$ cat config.mk
export PLATFORM = sky130hd
export DESIGN_NAME = mux_scan_n
export DESIGN_NICKNAME = d
export VERILOG_FILES = /design/src/rtl/mux_scan_pkg.sv /design/src/rtl/mux_scan_n_dwell_counter.sv /design/src/rtl/mux_scan_n.sv
export SDC_FILE = /design/constraint.sdc
export NUM_CORES = 1
export LEC_CHECK = 0
export BUFFER_PORTS_ARGS = -buffer_cell sky130_fd_sc_hd__buf_4
export CAP_MARGIN = 10
export CORE_AREA = 2 2 39 41
export CTS_CLUSTER_DIAMETER = 50
export DETAILED_ROUTE_END_ITERATION = 10
export DIE_AREA = 0 0 41 43
export PLACE_DENSITY = 0.58
export SKIP_LAST_GASP = 1
export SYNTH_ARGS = -nofsm -noshare
export SYNTH_HDL_FRONTEND = slang
export SYNTH_HIERARCHICAL = 1
export SYNTH_SLANG_ARGS = --single-unit
$ cat constraint.sdc
create_clock -name clk -period 5.95 [get_ports clk]
set_input_delay 1.4875 -clock clk [delete_from_list [all_inputs] [get_ports clk]]
set_output_delay 1.4875 -clock clk [all_outputs]
set_load 0.02 [all_outputs]
$ cat src/rtl/mux_scan_pkg.sv
// Shared types and helpers for the registered N-channel scan multiplexer.
// Mode encodings, the two-state FSM enum and a width helper that never returns 0.
package mux_scan_pkg;

  localparam logic MODE_MANUAL = 1'b0;
  localparam logic MODE_SCAN   = 1'b1;

  typedef enum logic {
    ST_MANUAL = 1'b0,
    ST_SCAN   = 1'b1
  } state_e;

  // $clog2 of 1 or 2 would give 0 or 1; clamp so a 1-bit select/counter is always legal.
  function automatic int clog2_min1(input int n);
    return (n <= 2) ? 1 : $clog2(n);
  endfunction

endpackage

$ cat src/rtl/mux_scan_n_dwell_counter.sv
// Dwell counter for scan mode: counts enabled cycles on the current channel
// and flags the last one. Always wraps to 0, never saturates.
module dwell_counter
  import mux_scan_pkg::*;
#(
  parameter int DWELL = 4
) (
  input  logic clk,
  input  logic rst_n,
  input  logic en,
  input  logic clr,
  output logic tick
);

  localparam int CW = clog2_min1(DWELL + 1);

  logic [CW-1:0] cnt_q;
  logic [CW-1:0] cnt_d;

  assign tick = en && (cnt_q == CW'(DWELL - 1));

  always_comb begin
    cnt_d = cnt_q;
    if (clr) begin
      cnt_d = '0;
    end else if (tick) begin
      cnt_d = '0;
    end else if (en) begin
      cnt_d = cnt_q + 1'b1;
    end
  end

  always_ff @(posedge clk or negedge rst_n) begin
    if (!rst_n) begin
      cnt_q <= '0;
    end else begin
      cnt_q <= cnt_d;
    end
  end

endmodule

$ cat src/rtl/mux_scan_n.sv
// Registered N-channel multiplexer with manual select and automatic scan.
// Output handshake: valid qualifies dout/ch each cycle; there is no ready, the sink takes every valid cycle.
module mux_scan_n
  import mux_scan_pkg::*;
#(
  parameter  int WIDTH    = 1,
  parameter  int CHANNELS = 4,
  parameter  int DWELL    = 4,
  localparam int SELW     = clog2_min1(CHANNELS)
) (
  input  logic                      clk,
  input  logic                      rst_n,
  input  logic [CHANNELS*WIDTH-1:0] din,
  input  logic                      mode,
  input  logic [SELW-1:0]           sel,
  input  logic                      en,
  output logic [WIDTH-1:0]          dout,
  output logic [SELW-1:0]           ch,
  output logic                      valid,
  output logic                      wrap,
  output state_e                    state_dbg
);

  state_e            state_q;
  logic [SELW-1:0]   ch_q;
  logic [WIDTH-1:0]  dout_q;
  logic              valid_q;
  logic              wrap_q;

  logic              scan_live;
  logic              last_ch;
  logic              tick;
  logic              in_range;
  logic [SELW-1:0]   ch_d;
  logic [SELW-1:0]   mux_idx;
  logic [WIDTH-1:0]  dout_d;

  // Only a continuing scan counts dwell; entering scan or any manual edge restarts it.
  assign scan_live = (state_q == ST_SCAN) && (mode == MODE_SCAN);
  assign last_ch   = (ch_q == SELW'(CHANNELS - 1));

  dwell_counter #(
    .DWELL (DWELL)
  ) u_dwell (
    .clk   (clk),
    .rst_n (rst_n),
    .en    (en && scan_live),
    .clr   (en && !scan_live),
    .tick  (tick)
  );

  always_comb begin
    ch_d = '0;
    if (mode == MODE_MANUAL) begin
      ch_d = sel;
    end else if (scan_live) begin
      ch_d = tick ? (last_ch ? '0 : ch_q + 1'b1) : ch_q;
    end
  end

  // Explicit range check so non-power-of-two CHANNELS never reads past din.
  assign in_range = ({1'b0, ch_d} < (SELW + 1)'(CHANNELS));
  assign mux_idx  = in_range ? ch_d : '0;
  assign dout_d   = in_range ? din[mux_idx*WIDTH +: WIDTH] : '0;

  always_ff @(posedge clk or negedge rst_n) begin
    if (!rst_n) begin
      state_q <= ST_MANUAL;
      ch_q    <= '0;
      dout_q  <= '0;
      valid_q <= 1'b0;
      wrap_q  <= 1'b0;
    end else if (en) begin
      state_q <= (mode == MODE_SCAN) ? ST_SCAN : ST_MANUAL;
      ch_q    <= ch_d;
      dout_q  <= dout_d;
      valid_q <= in_range;
      wrap_q  <= scan_live && tick && last_ch;
    end
  end

  assign dout      = dout_q;
  assign ch        = ch_q;
  assign valid     = valid_q;
  assign wrap      = wrap_q;
  assign state_dbg = state_q;

endmodule

Word level (Yosys, flattened, before mapping)
Index checks and enable logic that the tools add are counted.
Widths: inputs -> output; s select.
- shift operators: 1
- reductions and logical operators: 8
- add/subtract/negate cells: 2
- mux-type cells: 8
- equal/unequal tests: 2
- operator list (kind ; count):
    $mux 3 ; 3
    $mux 2 ; 4
    $logic_and 1x1->1 ; 6
    $shiftx 4x3->1 ; 1
    $add 3x1->3 const B ; 1
    $eq 3x2->1 const B ; 1
    $reduce_bool 3->1 ; 1
    $add 2x1->2 const B ; 1
    $eq 2x2->1 const B ; 1
    $logic_not 1->1 ; 1
    $mux 1 ; 1
- logic and storage cells: 27
- bits in registers: 9
- input bits: 10

Longest topological paths before layout
Gate-level depths: netlist of run 1.
- word-level depth: 7
- depth in mapped cells: 8

Hierarchy
The synthesis of run 1 kept the hierarchy.
- by module, submodules not included (module ; seq. area each (um^2) ; area an instance (um^2) ; times used ; cells each):
    mux_scan_n ; 150.1 ; 327.8 ; 1 ; 31
    dwell_counter ; 75.1 ; 145.1 ; 1 ; 14

Worst setup path before layout of run 1
Ideal clock, no wire load.
- path type: input port to flip-flop
- start point: input port en
- end point: register dout_q (netlist: dout)
- required time: 5.812 ns
- slack: 2.824 ns
- path buffers: 0
- stages on the path: 8
- arrival time: 2.988 ns
- cell sequence: inv_1 nor2_1 nand2_1 nor2_1 or3b_1 a31oi_2 mux2i_1 o221ai_1
- cells in the longest elaborated chain, start to end: 6
- RTL lines (item ; line ; source):
    from (decl) ; mux_scan_n.sv:16 ; input logic en,
    $logic_and 1x1->1 ; mux_scan_n.sv:47 ; .en (en && scan_live),
    $logic_and 1x1->1 ; mux_scan_n_dwell_counter.sv:20 ; assign tick = en && (cnt_q == CW'(DWELL - 1));
    net tick ; mux_scan_n.sv:32 ; logic tick;
    $mux 2 ; mux_scan_n.sv:57 ; ch_d = tick ? (last_ch ? '0 : ch_q + 1'b1) : ch_q;
    $mux 2 ; mux_scan_n.sv:56 ; end else if (scan_live) begin
    $mux 2 ; mux_scan_n.sv:54 ; if (mode == MODE_MANUAL) begin
    $shiftx 4x3->1 ; mux_scan_n.sv:64 ; assign dout_d = in_range ? din[mux_idx*WIDTH +: WIDTH] : '0;
    to (signal assigned) ; mux_scan_n.sv:76 ; dout_q <= dout_d;
    to (decl) ; mux_scan_n.sv:26 ; logic [WIDTH-1:0] dout_q;
The timed path passes the listed nets, and every way through them passes these cells.
A chain may end at the register's enable or synchronous reset.

Final worst setup path of run 1
Ends and elaborated chain as after synthesis.

==> summary.txt, run 1 <==
Outcome
  – Outcome: completed

Critical path
  – Critical path arrival: 3.36 ns
  – Largest fanout on the critical path: 6
  – Crit path cell chain: buf_4 -> inv_1 -> nor2_1 -> nand2_1 -> nor2_1 -> or3b_1 -> a31oi_2 -> mux2i_1 -> o221ai_1
  – Cell mode on critical path: nor2_1
  – CP max stage cell: or3b_1
  – CP delay by family, top: simple AND/OR/NAND/NOR gates
  – CP Data Required Time: 6.07 ns
  – CP endpoint kind: flop
  – Crit path buffers/inverters: 2
  – Critical Path Start Type: input port
  – Kind of critical path: in -> reg
  – Max stage delay on crit path: 0.39 ns

Placed design
  – GPL Wtd Cong: 0.761
  – Port Buffers: 15
  – DP Area: 606 um^2
  – Dpl ws: 2.41 ns
  – Hpwl dp: 777 um

Pwr
  – Switching pwr: 0.0000411 W
  – Sequential share of power: 46.8%
  – Sw Share: 27.5%
  – Internal: 0.000108 W
  – Leak: 0.302 nW
  – Max IR drop VDD: 106 uV
  – Tot Pwr: 0.000149 W
  – Combinational share of power: 22.2%
  – Clock power share: 31.0%
  – Power Density: 236 mW/mm^2

Logic synthesis
  – Post-Synth XOR/XNOR Area: 0%
  – Synth area leaders: dfrtp_1, mux2i_1, ha_1, nand2b_1, nor2_1
  – Synthesized-area fraction occupied by adder cells: 5.29%
  – Yosys warns: 6
  – Mapped Avg Cell Area: 10.5 um^2
  – Multiplexer share of the synthesized area: 10.8%
  – Yosys cell types: 20
  – Post-Syn Nets: 57
  – Seq cells post-synth: 9
  – Simple-gate portion of the synthesized area: 22.0%
  – Synthesized area: 473 um^2
  – Post-Synthesis Cells: 45
  – Seq/Total Area, Yosys: 47.6%
  – Largest area contributor in the netlist: dfrtp_1
  – Main combinational cell family by area after synthesis: simple AND/OR/NAND/NOR gates
  – Top-area cell type share of the netlist area: 47.6%
  – Compound-Gate Fraction of Synth Area: 12.7%

CTS
  – Max Root-Sink Buffers: 2
  – Clock Latency Late Sink: 0.26 ns
  – Total CTS buffers: 3
  – Postcts setup bufs: 0
  – Clock Sinks: 9
  – H-tree levels: 1
  – Clock-pin slew on the worst setup and hold paths: 0.05 ns
  – Clock tree root buffer cell: clkbuf_4
  – Post-CTS resize count: 0
  – CTS Hold Bufs: 0
  – CTS tree: done

Flow run
  – Max_cap viols: 0

GRT
  – GRT Overall Usage: 13.1%
  – Largest net degree at the start of global routing: 10
  – Vias in the first global route: 378
  – First-pass GRT wire length: 1.54 mm
  – Gr ovfl total: 0
  – Initial antenna violation count: 0

Timing
  – Setup violators final: 0
  – Final period util: 54.5%
  – Shortest period the worst path allows: 3.24 ns
  – Fin Setup TNS: 0 ns
  – Max Slew Vio Count: 0
  – Setup ws final: 2.71 ns
  – Slew headroom: 79.5%
  – Worst Tran Pin Value: 0.307 ns
  – Unrepaired setup endpoints after global routing: false
  – FMAX: 308 MHz
  – Fin. Hold Viols: 0
  – Final Skew: 0.00974 ns

Die
  – Number of placed I/O pins: 16
  – Full die area: 0.00176 mm^2
  – Die width: 41 um
  – Total core area: 0.00138 mm^2
  – Die Y-Extent: 43 um
  – # rows: 14
  – Starting Density: 34.2%

Worst hold path
  – Hold Crit Class: reg -> reg

Route
  – Vias: 389
  – 1st-iter DRT viols: 4
  – Wire per inst: 11.5 um
  – Final ANT Viol Nets: 0
  – Routed vias/inst: 4.86
  – Wirelength, routed: 921 um
  – DRT Pass-1 Iters: 2
  – Drt drc: 0

Layout
  – Final Util: 45.7%
  – Nets: 77
  – Antenna cells: 0
  – Layout overhead on the synthesized area: 33.6%
  – Post-route cell area: 632 um^2
  – Share of layout cells above drive strength 1: 35.9%
## logic make-up (layout without fill, tap and decap cells)
logic type | after synthesis | count (layout)
multiplexers | 5 | 5
AND/OR/NAND/NOR | 19 | 19
buffers and inverters | 2 | 21
adder cells (fa/ha/maj) | 2 | 2
AO/OA/AOI/OAI | 8 | 8
flip-flops | 9 | 9
## stage by stage
| step | cells | hold WS (ns) |
|---|---|---|
| after floorplan | 45 | 0.500 |
| final | 80 | 0.477 |
| after global routing | 80 | 0.503 |
| after detailed placement | 76 | 0.461 |
| after global placement | 76 | 0.461 |
| after CTS | 80 | 0.484 |
## routing by layer
layer / wire (um) / vias to the layer above / share of wire, % / global-route usage [%]
li1: - / 199 / - / -
met1: 433 / 181 / 47 / 16.5
met2: 437 / 7 / 47 / 18.4
met3: 39 / 2 / 4.2 / 4.71
met4: 10 / 0 / 1.1 / 8.00
met5: 0 / - / 0 / 0
## cell type report
class | count | area, um^2
clock buffer | 4 | 26.3
sequential | 9 | 225
timing repair buffer | 15 | 113
tap | 16 | 20.0
inverter | 2 | 7.51
multi-input combinational | 34 | 240
fill | 128 | 752
## power groups by stage
stage / Combinational [W] / Sequential [W] / Clock [W]
after detailed placement: 0.0000335 / 0.0000710 / 0
after global routing: 0.0000365 / 0.0000705 / 0.0000510
after floorplan: 0.0000142 / 0.0000745 / 0
after global placement: 0.0000333 / 0.0000711 / 0
after CTS: 0.0000336 / 0.0000699 / 0.0000481
final: 0.0000331 / 0.0000698 / 0.0000462
## layout by cell type (no fill, tap or decap)
cell	netlist	routed
ha_1	2	2
o221ai_1	1	1
a21oi_1	3	3
and3b_1	1	1
mux2_2	1	1
buf_4	0	15
o21a_1	1	1
nand3b_1	1	1
o22ai_1	1	1
nor2_1	5	5
nand2_1	4	4
dfrtp_1	9	9
or2_2	2	2
nand2b_1	3	3
mux2i_1	4	4
clkbuf_4	0	3
or3b_1	1	1
or2b_2	1	1
nand3_1	1	1
inv_1	2	2
a32o_1	1	1
a31oi_2	1	1
clkbuf_1	0	1
## flip-flops by register name (all words and copies together) (netlist names)
signal         count
ch                 2
state_dbg          1
wrap               1
valid              1
dout               1
u_dwell/cnt_q      3
## Yosys cell counts
cell / n
nand2_1: 4
and3b_1: 1
a31oi_2: 1
or3b_1: 1
o22ai_1: 1
nand2b_1: 3
mux2i_1: 4
or2_2: 2
a21oi_1: 3
nand3_1: 1
or2b_2: 1
nand3b_1: 1
o21a_1: 1
dfrtp_1: 9
o221ai_1: 1
a32o_1: 1
ha_1: 2
nor2_1: 5
inv_1: 2
mux2_2: 1
## path summary, 6_finish.rpt
check / start / to / slack, ns / cells past startpoint
worst min register to register: valid / valid / 0.48 / 1
max in group asynchronous: rst_n / state_dbg / 4.77 / 1
worst min-delay path: valid / valid / 0.48 / 1
worst max register to register: state_dbg / dout / 3.67 / 8
worst max-delay path: en / dout / 2.71 / 9
min in group asynchronous: rst_n / ch[0] / 1.04 / 1
## worst register-to-register path: cells and delay by family, from the launching register on
kind | cells | cell delay (ns)
compound gates | 2 | 0.44
flops | 1 | 0.41
mux | 1 | 0.24
simple gates | 5 | 1.06
Note: power is estimated with default switching activity, not from simulation.
==> run 2, diff against run 1 <==
- PLACE_DENSITY: 0.58 -> 0.6
- clock period: 5.95 -> 2.75 ns (I/O delays scaled with it)
==> run 2 against run 1 <==
  * Total power rose by 120%
  * Combinational power rose by 120%
  * Clock skew fell by 0.0075 ns
  * Worst hold slack got worse by 0.24 ns
  * Worst setup slack got worse by 2.0 ns
  * Wire length fell by 0.98%
  * First-iteration DRC count fell by 25%
  * Final area rose by 2.4%
  * Global-route usage fell by 0.22 points
  * Critical path depth rose by 1
  * Clock power rose by 120%
  * Die area did not move
  * Largest cell class unchanged
==> summary.txt, run 2 (synthesis results as in run 1) <==
Outcome
  – Outcome: completed

Timing
  – Setup violators final: 0 (unchanged)
  – Final Skew: 0.00222 ns (-0.00752 ns)
  – Unrepaired setup endpoints after global routing: false
  – Shortest period the worst path allows: 2.09 ns
  – Setup ws final: 0.661 ns (-2.05 ns)
  – Slew headroom: 83.3% (+3.9 points)
  – FMAX: 479 MHz
  – Max Slew Vio Count: 0 (unchanged)
  – Final period util: 76.0%
  – Fin Setup TNS: 0 ns (unchanged)
  – Worst Tran Pin Value: 0.249 ns (-0.0576 ns)
  – Fin. Hold Viols: 0 (unchanged)

Placed design
  – GPL Wtd Cong: 0.736 (-3.3%)
  – Dpl ws: 0.363 ns (-2.05 ns)
  – Port Buffers: 15 (unchanged)

Route
  – 1st-iter DRT viols: 3 (-1)
  – DRT Pass-1 Iters: 2 (unchanged)
  – Final ANT Viol Nets: 0 (unchanged)
  – Wirelength, routed: 912 um (-0.98%)
  – Vias: 397 (+2.1%)
  – Wire per inst: 11.1 um (-3.4%)
  – Drt drc: 0 (unchanged)
  – Routed vias/inst: 4.84 (-0.43%)

CTS
  – Post-CTS resize count: 0 (unchanged)
  – Postcts setup bufs: 0 (unchanged)
  – CTS tree: done
  – CTS Hold Bufs: 0 (unchanged)
  – Clock tree root buffer cell: clkbuf_4
  – Clock Sinks: 9 (unchanged)
  – Max Root-Sink Buffers: 2 (unchanged)
  – Total CTS buffers: 3 (unchanged)
  – H-tree levels: 1 (unchanged)
  – Clock Latency Late Sink: 0.26 ns (about the same)
  – Clock-pin slew on the worst setup and hold paths: 0.06 ns (about the same)

Critical path
  – Reg2reg setup slack: 0.83 ns (-2.84 ns)
  – Crit path buffers/inverters: 3 (+1)
  – CP endpoint kind: flop
  – Critical Path Start Type: input port
  – Crit path cell chain: buf_4 -> inv_1 -> nor2_1 -> nand2_1 -> nor2_1 -> buf_4 -> or2b_2 -> a31oi_2 -> mux2i_1 -> o221ai_1
  – CP delay by family, top: simple AND/OR/NAND/NOR gates
  – CP max stage cell: or2b_2
  – CP Data Required Time: 2.88 ns (-3.19 ns)
  – Max stage delay on crit path: 0.29 ns (-0.10 ns)
  – R2R cell count: 8 (unchanged)
  – Kind of critical path: in -> reg
  – Reg2Reg Launch Point: state_dbg
  – Largest fanout on the critical path: 6 (unchanged)
  – Reg-to-reg critical path endpoint: dout
  – Critical path arrival: 2.22 ns (-1.14 ns)

GRT
  – Largest net degree at the start of global routing: 10 (unchanged)
  – Initial antenna violation count: 0 (unchanged)
  – Vias in the first global route: 356 (-5.8%)
  – GRT Overall Usage: 12.9% (-0.22 points)
  – Gr ovfl total: 0 (unchanged)
  – First-pass GRT wire length: 1.48 mm (-4.0%)

Layout
  – Antenna cells: 0 (unchanged)
  – Final Util: 46.7% (+1.1 points)
  – # fillers: 131 (+2.3%)
  – Max reg flops: 3 (unchanged)
  – Share of layout cells above drive strength 1: 37.9% (+1.9 points)
  – Layout overhead on the synthesized area: 36.8%
  – Biggest register: u_dwell/cnt_q
  – Commonest non-fill, non-tap cell in the layout: buf_4
  – Most frequent cells in the layout: buf_4, dfrtp_1, nor2_1
  – Nets: 79 (+2.6%)

Die
  – Number of placed I/O pins: 16 (unchanged)
  – Full die area: 0.00176 mm^2 (unchanged)
  – # rows: 14 (unchanged)
  – Total core area: 0.00138 mm^2 (unchanged)
  – Die width: 41 um (unchanged)
  – Starting Density: 34.2% (unchanged)
  – Die Y-Extent: 43 um (unchanged)

Pwr
  – Power Density: 502 mW/mm^2 (+110%)
  – Sw Share: 27.7% (+0.15 points)
  – Internal: 0.000235 W (+120%)
  – Leak: 0.313 nW (+3.6%)
  – Sequential share of power: 46.5% (-0.3 points)
  – Combinational share of power: 22.2% (about the same)
  – Max IR drop VDD: 259 uV (+140%)
  – Clock power share: 31.3% (+0.3 points)
  – Switching pwr: 0.0000900 W (+120%)

Worst hold path
  – Hold Crit Class: in -> async

Flow run
  – Max_cap viols: 0 (unchanged)
-- run 2: changes by cell type in the layout (fill, tap and decap cells not counted), sizes merged --
cell and change:
buf +2
-- run 2: worst max path at each step --
stage / startpoint / to / cells after the start
global placement: en / dout / 9
detailed placement: en / dout / 9
global route: en / dout / 9
floorplan: en / dout / 8
finish: en / dout / 10
CTS: en / dout / 9
-- run 2: worst register-to-register path, delay by kind of cell (launching register included) --
family	cells	cell delay, ns
DFF	1	0.41
AOI/OAI and AO/OA	2	0.41
and+or+nand+nor	5	0.77
muxes	1	0.21
-- run 2: layout make-up --
class,instances,area [um^2],share of cell area [%]
Sequential cell,9,225,34.8
Clock buffer,4,26.3,4.06
Timing Repair Buffer,17,128,19.7
Multi-Input combinational cell,34,240,37.1
Tap cell,16,20.0,3.09
Inverter,2,7.51,1.16
-- run 2: per-layer routing --
layer	track usage [%]	vias to the layer above	wire length, um
li1	-	201	-
met1	18.5	189	453
met2	15.9	5	419
met3	1.57	2	27
met4	12.0	0	12
met5	0	-	0
-- run 2: power groups by stage --
stage / clock, W / sequential, W / combinational, W
final: 0.000102 / 0.000151 / 0.0000721
after detailed placement: 0 / 0.000154 / 0.0000736
after floorplan: 0 / 0.000161 / 0.0000308
after global placement: 0 / 0.000154 / 0.0000726
after CTS: 0.000107 / 0.000151 / 0.0000738
after global routing: 0.000114 / 0.000153 / 0.0000810
-- run 2: metrics by stage --
stage                     hold WS (ns)  std cells  power, W  area (um^2)
after floorplan                  0.392         45  0.000192          473
after global placement           0.453         78  0.000226          621
after detailed placement         0.461         78  0.000227          621
after CTS                        0.231         82  0.000332          647
after global routing             0.233         82  0.000348          647
final                            0.238         82  0.000325          647
==> run 3, diff against run 2 <==
- PLACE_DENSITY: 0.6 -> 0.58
- clock period: 2.75 -> 2 ns (I/O delays scaled with it)
==> run 3 against run 2 <==
  * Count of clock-buffer cells in the layout stayed put
  * Core utilization increased by 7.0 points
  * Worst hold slack lost 0.19 ns
  * Non-clock buffer count is 7 higher
  * Sequential power rose by 37%
  * Wire length is 29% higher
  * Total power rose by 46%
  * Die area stayed put
  * Critical endpoint unchanged
  * Largest power group unchanged
  * Highest routed layer unchanged
  * Sequential share of layout area down 4.3 points
==> summary.txt, run 3 (synthesis results as in run 1) <==
CTS
  – Clock-pin slew on the worst setup and hold paths: 0.06 ns (about the same)
  – Clock Sinks: 9 (unchanged)
  – Total CTS buffers: 3 (unchanged)
  – H-tree levels: 1 (unchanged)
  – Clock Latency Late Sink: 0.26 ns (about the same)
  – Max Root-Sink Buffers: 2 (unchanged)
  – Clock tree root buffer cell: clkbuf_4
  – CTS tree: done

Layout
  – Biggest register: u_dwell/cnt_q
  – Antenna cells: 0 (unchanged)
  – Most frequent cells in the layout: buf_4, dfrtp_1
  – Final Util: 53.7% (+7.0 points)
  – Layout overhead on the synthesized area: 57.1%
  – Nets: 86 (+8.9%)
  – Share of layout cells above drive strength 1: 56.2% (+18 points)
  – Max reg flops: 3 (unchanged)
  – Commonest non-fill, non-tap cell in the layout: buf_4

Outcome
  – Outcome: completed

Timing
  – Final Skew: 0.00698 ns (+0.00476 ns)
  – FMAX: 527 MHz
  – Final period util: 94.8%
  – Max Slew Vio Count: 0 (unchanged)
  – Fin. Hold Viols: 0 (unchanged)
  – Slew headroom: 83.1% (-0.27 points)
  – Fin Setup TNS: 0 ns (unchanged)
  – Setup ws final: 0.103 ns (-0.558 ns)
  – Setup violators final: 0 (unchanged)
  – Worst Tran Pin Value: 0.247 ns (-0.00229 ns)
  – Shortest period the worst path allows: 1.90 ns

GRT
  – Largest net degree at the start of global routing: 10 (unchanged)
  – GRT Overall Usage: 16.8% (+3.9 points)
  – First-pass GRT wire length: 1.85 mm (+25%)
  – Vias in the first global route: 455 (+28%)
  – Gr ovfl total: 0 (unchanged)
  – Initial antenna violation count: 0 (unchanged)

Die
  – Starting Density: 34.2% (unchanged)
  – Total core area: 0.00138 mm^2 (unchanged)
  – Die Y-Extent: 43 um (unchanged)
  – # rows: 14 (unchanged)
  – Die width: 41 um (unchanged)
  – Full die area: 0.00176 mm^2 (unchanged)
  – Number of placed I/O pins: 16 (unchanged)

Placed design
  – Dpl ws: -0.135 ns (-0.498 ns)
  – GPL Wtd Cong: 0.743 (+1.0%)
  – Hpwl dp: 876 um
  – Port Buffers: 15 (unchanged)

Critical path
  – Reg2Reg Launch Point: u_dwell/cnt_q[0]
  – Worst setup path end: dout
  – Kind of critical path: reg -> reg
  – CP delay by family, top: simple AND/OR/NAND/NOR gates
  – Reg2reg setup slack: 0.10 ns (-0.73 ns)
  – CP endpoint kind: flop
  – Critical Path Start Type: flop
  – Critical path arrival: 2.04 ns (-0.18 ns)
  – R2R cell count: 8 (unchanged)
  – CP Data Required Time: 2.14 ns (-0.74 ns)
  – Critical path depth: 8 (-2)
  – Max stage delay on crit path: 0.40 ns (+0.11 ns)
  – Crit path buffers/inverters: 1 (-2)
  – Worst Setup SP: u_dwell/cnt_q[0]
  – Crit path cell chain: ha_2 -> nand2_1 -> nor2_2 -> buf_4 -> or2b_2 -> a31oi_4 -> mux2i_1 -> o221ai_2
  – Largest fanout on the critical path: 3 (-3)
  – Reg-to-reg critical path endpoint: dout
  – CP max stage cell: dfrtp_1

Pwr
  – Tot Pwr: 0.000476 W (+46%)
  – Max IR drop VDD: 329 uV (+27%)
  – Power Density: 640 mW/mm^2 (+27%)
  – Leak: 0.351 nW (+12%)

Route
  – Drt drc: 0 (unchanged)
  – Final ANT Viol Nets: 0 (unchanged)
  – DRT Pass-1 Iters: 4 (+2)
  – Wire per inst: 13.3 um (+19%)
  – 1st-iter DRT viols: 4 (+1)
  – Routed vias/inst: 4.83 (-0.21%)
  – Vias: 430 (+8.3%)
  – Wirelength, routed: 1.18 mm (+29%)

Worst hold path
  – Hold Crit Class: in -> async

Flow run
  – Max_cap viols: 0 (unchanged)
==> run 3: what timing repair did <==
item	in CTS	in global routing
setup buffers	0	0
setup endpoints to repair	0	1
hold buffers	0	0
hold endpoints to repair	0	0
resized for setup	0	6
==> run 3: how the worst min path moves through the flow <==
| stage | startpoint | endpoint | cells after the start |
|---|---|---|---|
| floorplan | rst_n | ch[0] | 0 |
| global placement | rst_n | ch[0] | 1 |
| detailed placement | rst_n | dout | 1 |
| CTS | rst_n | dout | 1 |
| global route | rst_n | u_dwell/cnt_q[2] | 1 |
| finish | rst_n | dout | 1 |
==> run 3: layout make-up <==
cell class,instances,area (um^2)
clock buffer,4,26.3
fill,125,641
inverter,2,7.51
multi-input combinational,34,283
sequential,9,226
tap,16,20.0
timing repair buffer,24,180
==> run 3: stage by stage <==
step                hold slack (ns)  instance area (um^2)  std cells
floorplan                     0.204                   493         45
global placement              0.331                   693         85
finish                       0.0472                   743         89
global route                 0.0482                   743         89
detailed placement            0.333                   693         85
CTS                          0.0449                   719         89
==> run 3: layer usage <==
metal  global-route usage (%)  vias up  share of wire [%]
li1                         -      216                  -
met1                     20.2      199                 48
met2                     24.4       13                 46
met3                     3.14        2                3.8
met4                     14.0        0                1.9
met5                        0        -                  0
==> run 3: power by group <==
part	internal [W]	total (W)	leakage (nW)	switching (W)
registers	0.000196	0.000207	0.110	0.0000118
logic	0.0000658	0.000128	0.226	0.0000618
clock network	0.0000769	0.000141	0.0150	0.0000640
total	0.000338	0.000476	0.351	0.000138
